==> config.mk <==
export PLATFORM = sky130hd
export DESIGN_NAME = pwm_timebase
export DESIGN_NICKNAME = d
export VERILOG_FILES = /design/src/rtl/pwm_pkg.sv /design/src/rtl/pwm_prescaler.sv /design/src/rtl/pwm_timebase.sv
export SDC_FILE = /design/constraint.sdc
export NUM_CORES = 1
export LEC_CHECK = 0
export CAP_MARGIN = 20
export CELL_PAD_IN_SITES_DETAIL_PLACEMENT = 1
export CELL_PAD_IN_SITES_GLOBAL_PLACEMENT = 2
export CORE_ASPECT_RATIO = 0.75
export CORE_UTILIZATION = 40
export CTS_BUF_LIST = sky130_fd_sc_hd__clkbuf_2 sky130_fd_sc_hd__clkbuf_4 sky130_fd_sc_hd__clkbuf_8
export CTS_CLUSTER_DIAMETER = 50
export CTS_CLUSTER_SIZE = 24
export DETAILED_ROUTE_END_ITERATION = 10
export PLACE_DENSITY = 0.94
export SYNTH_ARGS = -nofsm -noshare
export SYNTH_HDL_FRONTEND = slang
export SYNTH_HIERARCHICAL = 1
export SYNTH_SLANG_ARGS = --single-unit
==> constraint.sdc <==
create_clock -name clk -period 5 [get_ports clk]
set_clock_uncertainty 0.1 [all_clocks]
set_input_delay 0.5 -clock clk [delete_from_list [all_inputs] [get_ports clk]]
set_output_delay 0.5 -clock clk [all_outputs]
set_load 0.05 [all_outputs]
==> src/rtl/pwm_pkg.sv <==
// Shared mode encoding and default sizes for the PWM timebase slice.
// Pure declarations; no logic, no latency, no flow control.
package pwm_pkg;

    localparam int unsigned PWM_WIDTH_DEF   = 16;
    localparam int unsigned PWM_PRESC_W_DEF = 4;

    typedef enum logic [1:0] {
        MODE_UP     = 2'b00,
        MODE_DOWN   = 2'b01,
        MODE_UPDOWN = 2'b10,
        MODE_RSVD   = 2'b11
    } mode_e;

endpackage

==> src/rtl/pwm_prescaler.sv <==
// Clock divider for the timebase: step fires once every 2**prescale enabled clocks.
// step is combinational from the registered divider count; no backpressure, clr wins over en.
module pwm_prescaler
    import pwm_pkg::*;
#(
    parameter int unsigned PRESC_W = PWM_PRESC_W_DEF
) (
    input  logic               clk,
    input  logic               rst_n,
    input  logic               en,
    input  logic               clr,
    input  logic [PRESC_W-1:0] prescale,
    output logic               step
);

    localparam int unsigned CNT_W = (1 << PRESC_W) - 1;

    logic [CNT_W-1:0] psc_cnt_q;
    logic [CNT_W-1:0] psc_cnt_d;
    logic [CNT_W:0]   ratio;
    logic [CNT_W-1:0] limit;

    assign ratio = (CNT_W+1)'(1) << prescale;
    assign limit = ratio[CNT_W-1:0] - CNT_W'(1);

    // >= rather than == so that shrinking prescale mid-count steps at once instead of wrapping.
    assign step = en && !clr && (psc_cnt_q >= limit);

    always_comb begin
        psc_cnt_d = psc_cnt_q;
        if (clr) begin
            psc_cnt_d = '0;
        end else if (en) begin
            psc_cnt_d = step ? '0 : psc_cnt_q + CNT_W'(1);
        end
    end

    always_ff @(posedge clk or negedge rst_n) begin
        if (!rst_n) begin
            psc_cnt_q <= '0;
        end else begin
            psc_cnt_q <= psc_cnt_d;
        end
    end

endmodule

==> src/rtl/pwm_timebase.sv <==
// PWM timebase: up, down and center-aligned counter with shadowed period and wrap pulses.
// All outputs registered, pulses coincide with the new count; no backpressure.
module pwm_timebase
    import pwm_pkg::*;
#(
    parameter int unsigned      WIDTH      = PWM_WIDTH_DEF,
    parameter int unsigned      PRESC_W    = PWM_PRESC_W_DEF,
    parameter logic [WIDTH-1:0] PERIOD_RST = WIDTH'(16'hFFFF)
) (
    input  logic               clk,
    input  logic               rst_n,
    input  logic               en,
    input  logic               count_reset,
    input  logic [1:0]         mode,
    input  logic [PRESC_W-1:0] prescale,
    input  logic [WIDTH-1:0]   period,
    output logic [WIDTH-1:0]   count_val,
    output logic               dir,
    output logic               tick,
    output logic               ovf,
    output logic               unf,
    output logic               upd
);

    localparam logic [WIDTH-1:0] ONE = WIDTH'(1);

    mode_e            mode_sel;
    logic             step;

    logic [WIDTH-1:0] count_q, count_d;
    logic [WIDTH-1:0] period_act_q, period_act_d;
    logic             dir_q, dir_d;
    logic             tick_q, tick_d;
    logic             ovf_q, ovf_d;
    logic             unf_q, unf_d;
    logic             upd_q, upd_d;

    assign mode_sel = mode_e'(mode);

    pwm_prescaler #(
        .PRESC_W (PRESC_W)
    ) u_prescaler (
        .clk      (clk),
        .rst_n    (rst_n),
        .en       (en),
        .clr      (count_reset),
        .prescale (prescale),
        .step     (step)
    );

    always_comb begin
        count_d      = count_q;
        dir_d        = dir_q;
        period_act_d = period_act_q;
        tick_d       = 1'b0;
        ovf_d        = 1'b0;
        unf_d        = 1'b0;
        upd_d        = 1'b0;

        if (count_reset) begin
            count_d      = '0;
            dir_d        = (mode_sel != MODE_DOWN);
            period_act_d = period;
        end else if (!en) begin
            period_act_d = period;
        end else if (step) begin
            tick_d = 1'b1;
            case (mode_sel)
                MODE_DOWN: begin
                    dir_d = 1'b0;
                    if (count_q == '0) begin
                        count_d      = period;
                        period_act_d = period;
                        unf_d        = 1'b1;
                        upd_d        = 1'b1;
                    end else begin
                        count_d = count_q - ONE;
                    end
                end
                MODE_UPDOWN: begin
                    // A zero period collapses the triangle: sit at 0, treat every step as a valley.
                    if (period_act_q == '0) begin
                        count_d      = '0;
                        dir_d        = 1'b1;
                        unf_d        = 1'b1;
                        upd_d        = 1'b1;
                        period_act_d = period;
                    end else if (dir_q) begin
                        if (count_q >= period_act_q) begin
                            dir_d   = 1'b0;
                            count_d = period_act_q - ONE;
                            ovf_d   = 1'b1;
                        end else begin
                            count_d = count_q + ONE;
                        end
                    end else if (count_q == '0) begin
                        dir_d        = 1'b1;
                        count_d      = ONE;
                        unf_d        = 1'b1;
                        upd_d        = 1'b1;
                        period_act_d = period;
                    end else begin
                        count_d = count_q - ONE;
                    end
                end
                default: begin
                    dir_d = 1'b1;
                    if (count_q >= period_act_q) begin
                        count_d      = '0;
                        ovf_d        = 1'b1;
                        upd_d        = 1'b1;
                        period_act_d = period;
                    end else begin
                        count_d = count_q + ONE;
                    end
                end
            endcase
        end
    end

    always_ff @(posedge clk or negedge rst_n) begin
        if (!rst_n) begin
            count_q      <= '0;
            dir_q        <= 1'b1;
            period_act_q <= PERIOD_RST;
            tick_q       <= 1'b0;
            ovf_q        <= 1'b0;
            unf_q        <= 1'b0;
            upd_q        <= 1'b0;
        end else begin
            count_q      <= count_d;
            dir_q        <= dir_d;
            period_act_q <= period_act_d;
            tick_q       <= tick_d;
            ovf_q        <= ovf_d;
            unf_q        <= unf_d;
            upd_q        <= upd_d;
        end
    end

    assign count_val = count_q;
    assign dir       = dir_q;
    assign tick      = tick_q;
    assign ovf       = ovf_q;
    assign unf       = unf_q;
    assign upd       = upd_q;

endmodule

After elaboration in Yosys (flattened, before gate mapping):

Index checks and enable logic that the tools add are counted.

* flip-flop bits (word level): 52
* output and inout bits: 21
* word-level logic and storage cells: 80

* $add $sub $neg: 5
* magnitude comparators: 2
* eq/ne operators: 6
* shift-type cells: 1
* muxes and demuxes: 49
* reduce and logical (&&, ||, !) cells: 9

Operators with widths (count)
* 16-bit two-way mux: 16
* 16-bit case mux with 2 select lines: 2
* 15-bit two-way mux: 3
* 16-bit logical NOT: 2
* 16-bit by 1-bit subtractor with 16-bit output, second input constant: 2
* 1-bit two-way mux: 24
* 16-bit by 1-bit adder with 16-bit output, second input constant: 1
* 16-bit greater-or-equal comparator: 1
* 15-bit by 1-bit adder with 15-bit output, second input constant: 1
* 15-bit greater-or-equal comparator: 1
* 1-bit by 4-bit left shift with 15-bit output, first input constant: 1
* 15-bit by 1-bit subtractor with 15-bit output, second input constant: 1
* 1-bit case mux with 2 select lines: 4
* 5-bit by 1-bit != test with 1-bit output, second input constant: 1
* 5-bit != test, second input constant: 1
* 2-bit nonzero test: 2
* 3-bit by 1-bit != test with 1-bit output, second input constant: 1
* 3-bit AND reduction: 1
* 2-bit by 1-bit == test with 1-bit output, second input constant: 1
* 2-bit == test, second input constant: 1
* 1-bit logical AND: 2
* 2-bit by 1-bit != test with 1-bit output, second input constant: 1
* 2-bit AND reduction: 1
* 1-bit logical NOT: 1

Logic depth before layout (Yosys ltp):

* depth in word-level cells: 8
* depth in mapped cells: 23
* mapped depth without buffers: 20

Cells and area by module:

The synthesis kept the hierarchy.

Modules (own cells, without submodules)
* pwm_timebase: times used 1, cells an instance 458, area an instance 3847.4 um^2, sequential area each 947.2 um^2
* pwm_prescaler: times used 1, cells an instance 182, area an instance 1606.5 um^2, sequential area each 375.4 um^2

Worst setup path after synthesis:

Ideal clock, no wire load.

* path kind: input to register
* start: input prescale[1]
* end: register count_q[5] (netlist: count_val[5])
* library setup time: 0.121 ns
* arrival: 4.351 ns
* slack: 0.428 ns
* stages on the path: 22
* cells stage by stage: clkbuf_1 > or2_2 > or3_1 > ha_1 > clkbuf_1 > nor3_1 > a21oi_1 > a2bb2oi_1 > ha_1 > a21oi_1 > o21ai_1 > a221o_1 > a21oi_4 > nor2_1 > nand3b_1 > inv_1 > buf_2 > nand3_1 > o22ai_1 > or3_1 > o211ai_1 > nand2_1

* cells in the longest elaborated chain, start to end: 6

RTL lines
* start, declared: RTL line pwm_timebase.sv:15 `input logic [PRESC_W-1:0] prescale,`
* 1-bit by 4-bit left shift with 15-bit output: RTL line pwm_prescaler.sv:23 `assign ratio = (CNT_W+1)'(1) << prescale;`
* 15-bit by 1-bit subtractor with 15-bit output: RTL line pwm_prescaler.sv:24 `assign limit = ratio[CNT_W-1:0] - CNT_W'(1);`
* 15-bit greater-or-equal comparator: RTL line pwm_prescaler.sv:27 `assign step = en && !clr && (psc_cnt_q >= limit);`
* 1-bit logical AND: RTL line pwm_prescaler.sv:27
* net step: RTL line pwm_timebase.sv:28 `logic step;`
* 2-bit nonzero test (no source line)
* 2-bit AND reduction (no source line)
* end signal, assigned: RTL line pwm_timebase.sv:131 `count_q <= count_d;`
* end, declared: RTL line pwm_timebase.sv:30 `logic [WIDTH-1:0] count_q, count_d;`

The timed path passes the listed nets, and every way through them passes these cells.
A chain may end at the register's enable or synchronous reset.

Final worst setup path:

Same ends and word-level chain as after synthesis.

==> results.toml <==
[critical_path]
critical_path_class = "in2reg"
slowest_delay_ps = 460
worstPathMaxFanout = 9
cp.required_ps = 5110
path_cells = "clkdlybuf4s50_1 -> or2_2 -> or3_1 -> ha_1 -> nor3_1 -> a21oi_1 -> a2bb2oi_1 -> ha_1 -> a21oi_1 -> o21ai_1 -> a221o_1 -> a21oi_4 -> nor2_1 -> nand3b_1 -> inv_1 -> nand3_1 -> o22ai_1 -> nor3_1 -> o21ai_0 -> o211ai_1 -> nand2_1"
cp_data_arrival_time_ps = 4890
critPathLaunchType = "input port"
crit_path_end_kind = "flip-flop"
critPathTopFamily = "simple AND/OR/NAND/NOR gates"
slowest_stage = "a221o_1"
crit_buf_inv = 2

[clock_tree]
numClockSinks = 52
clockRootBuffer = "clkbuf_8"
numCtsBuffers = 5
cts_tree = "built"
cts.path.max_buffers = 2
htreeDepth = 2
clk_pin_slew_ps = 100
clk-insertion-delay-late_ps = 320

[final_layout]
antenna-diode-count = 0
fin_cells = 845
layout-drive-gt1-share_pct = 12.9
final_cell_mix = "nand2_1, clkdlybuf4s50_1, nor2_1, ha_1, o21ai_0"
finalNetCount = 739
final_common_cell = "nand2_1"
fin_area_um2 = 6150
syn_to_final_growth_pct = 12.7

[place]
place_area_um2 = 6030
dp_cells = 836
dp_hpwl_mm = 14.5
place_congestion = 0.894
port_buffers = 46

[sta]
hold_viol = 0
slew_headroom_pct = 33.6
slew_viol_final = 0
clock.fmax_mhz = 209
fin_crit_sh_pct = 95.6
period_minus_slack_ps = 4780
worst_slew_pin_slew_ps = 993
final-setup-viol-count = 0
rsz0062_at_grt = "false"

[floorplan]
num_io_pins = 47
coreArea_um2 = 13200
dieArea_um2 = 14100
initial_core_util_pct = 41.5
die_w_um = 137
fp-row-count = 36
die_h_um = 103

[synth]
synth_top_area_share_pct = 16.1
yosysWarnings = 6
synth_top_area_cell = "dfrtp_1"
synthFlopType = "dfrtp_1"
ys_ff_latch = 52
synth_area_um2 = 5450
syn_avg_cell_area_um2 = 8.52
synth-edff-count = 0
seq_area_frac_synth_pct = 24.2
syn_inst = 640
synthArstFlopShare_pct = 100
synth_fp_nets = 706
synthTopCellsByArea = "dfrtp_1, ha_1, dfstp_2"
synth_cell_types = 88

[drt]
antenna_left = 0
drc = 0
vias = 5593
wire_per_inst_um = 23.5
dr.pass1.iters = 5
drt_iter0_drc = 496
vias_per_cell = 6.62
routed_wl_mm = 19.9

[power]
p_leak_nw = 2.57
p_total_mw = 1.01
power.density_nw_per_um2 = 164
ir_drop_v = 0.000103

[grt]
antenna_found_initial = 0
grt_pass1_wl_mm = 31.2
grt_max_degree = 53
grt_util_all_layers_pct = 29.2
grt_pass1_vias = 5441
grt_overflow_total = 0

[outcome]
status = "complete, no violations"

[hold_path]
hp-class = "in2async"

[run]
max-cap-violations = 0
[registers in the layout, summed over array words and instances, names as in the netlist]
register               flops
unf                        1
upd                        1
count_val                 16
u_prescaler/psc_cnt_q     15
ovf                        1
tick                       1
period_act_q              16
dir                        1
[cells in the mapped netlist, types with 6 or more instances]
| cell type | count |
|---|---|
| o21ai_0 | 36 |
| dfstp_2 | 17 |
| o211ai_1 | 14 |
| xor2_1 | 13 |
| a211oi_1 | 11 |
| nand3_1 | 17 |
| xnor2_1 | 27 |
| nand2b_1 | 9 |
| a21oi_1 | 24 |
| nor3_1 | 19 |
| buf_2 | 10 |
| clkbuf_1 | 17 |
| inv_1 | 29 |
| a22o_1 | 19 |
| nor2_1 | 40 |
| o2111ai_1 | 6 |
| dfrtp_1 | 35 |
| a31oi_1 | 11 |
| nand4_1 | 16 |
| and3_1 | 7 |
| buf_6 | 9 |
| a21o_1 | 9 |
| or3_1 | 8 |
| mux2i_1 | 8 |
| ha_1 | 40 |
| a221o_1 | 8 |
| nand2_1 | 64 |
| nor4_4 | 6 |
[routing by layer]
layer	track usage [%]	share of wire, %
met2	42.0	42
met3	5.56	8.8
met1	44.3	48
met5	0	0
met4	7.10	1.6
[repair_timing]
item	4_1_cts	5_1_grt
endpoints found under the setup margin	0	13
hold buffers	0	0
setup buffers	0	0
hold endpoints to repair	0	0
gates resized for setup	0	1
[stage by stage]
stage	worst slack, ps	TNS [ps]	util [%]	hold slack [ps]
floorplan	428	0	-	104
global placement	114	0	45.8	456
detailed placement	-106	-1420	45.8	463
CTS	218	0	46.6	236
global route	3.00	0	46.7	268
finish	222	0	46.7	209
[area by class of cell]
class                   count  area (µm²)
fillers                  1605        7000
multi-input cells         516        3770
flip-flops and latches     52        1320
repair buffers             68         621
well taps                 171         214
inverters                  30         113
clock buffers               8         104
[path summary, 6_finish.rpt]
path | start | end | slack (ps) | cells after the start
setup / recovery | prescale[1] | count_val[5]$_DFFE_PN0P_ | 220 | 21
hold / removal | rst_n | count_val[9]$_DFFE_PN0P_ | 210 | 2
setup reg to reg | period_act_q[13]$_DFFE_PN1P_ | period_act_q[11]$_DFFE_PN1P_ | 1310 | 10
hold reg to reg | period_act_q[1]$_DFFE_PN1P_ | period_act_q[1]$_DFFE_PN1P_ | 490 | 1
max in group asynchronous | rst_n | u_prescaler/psc_cnt_q[1]$_DFFE_PN0P_ | 4120 | 2
min in group clk | period_act_q[1]$_DFFE_PN1P_ | period_act_q[1]$_DFFE_PN1P_ | 490 | 1
[power by group]
part / switching (mW) / internal [mW]
Sequential: 0.0315 / 0.447
Combinational: 0.144 / 0.0937
Clock: 0.159 / 0.133
Total: 0.334 / 0.673
[logic make-up after synthesis]
group / share of synthesized area (%)
AOI/OAI and AO/OA: 28.1
muxes: 1.47
buffers and inverters: 6.74
DFF: 24.2
adders and majority gates: 9.18
and+or+nand+nor: 23.9
xor gates and xnor gates: 6.42
(Power assumes the default switching activity.)
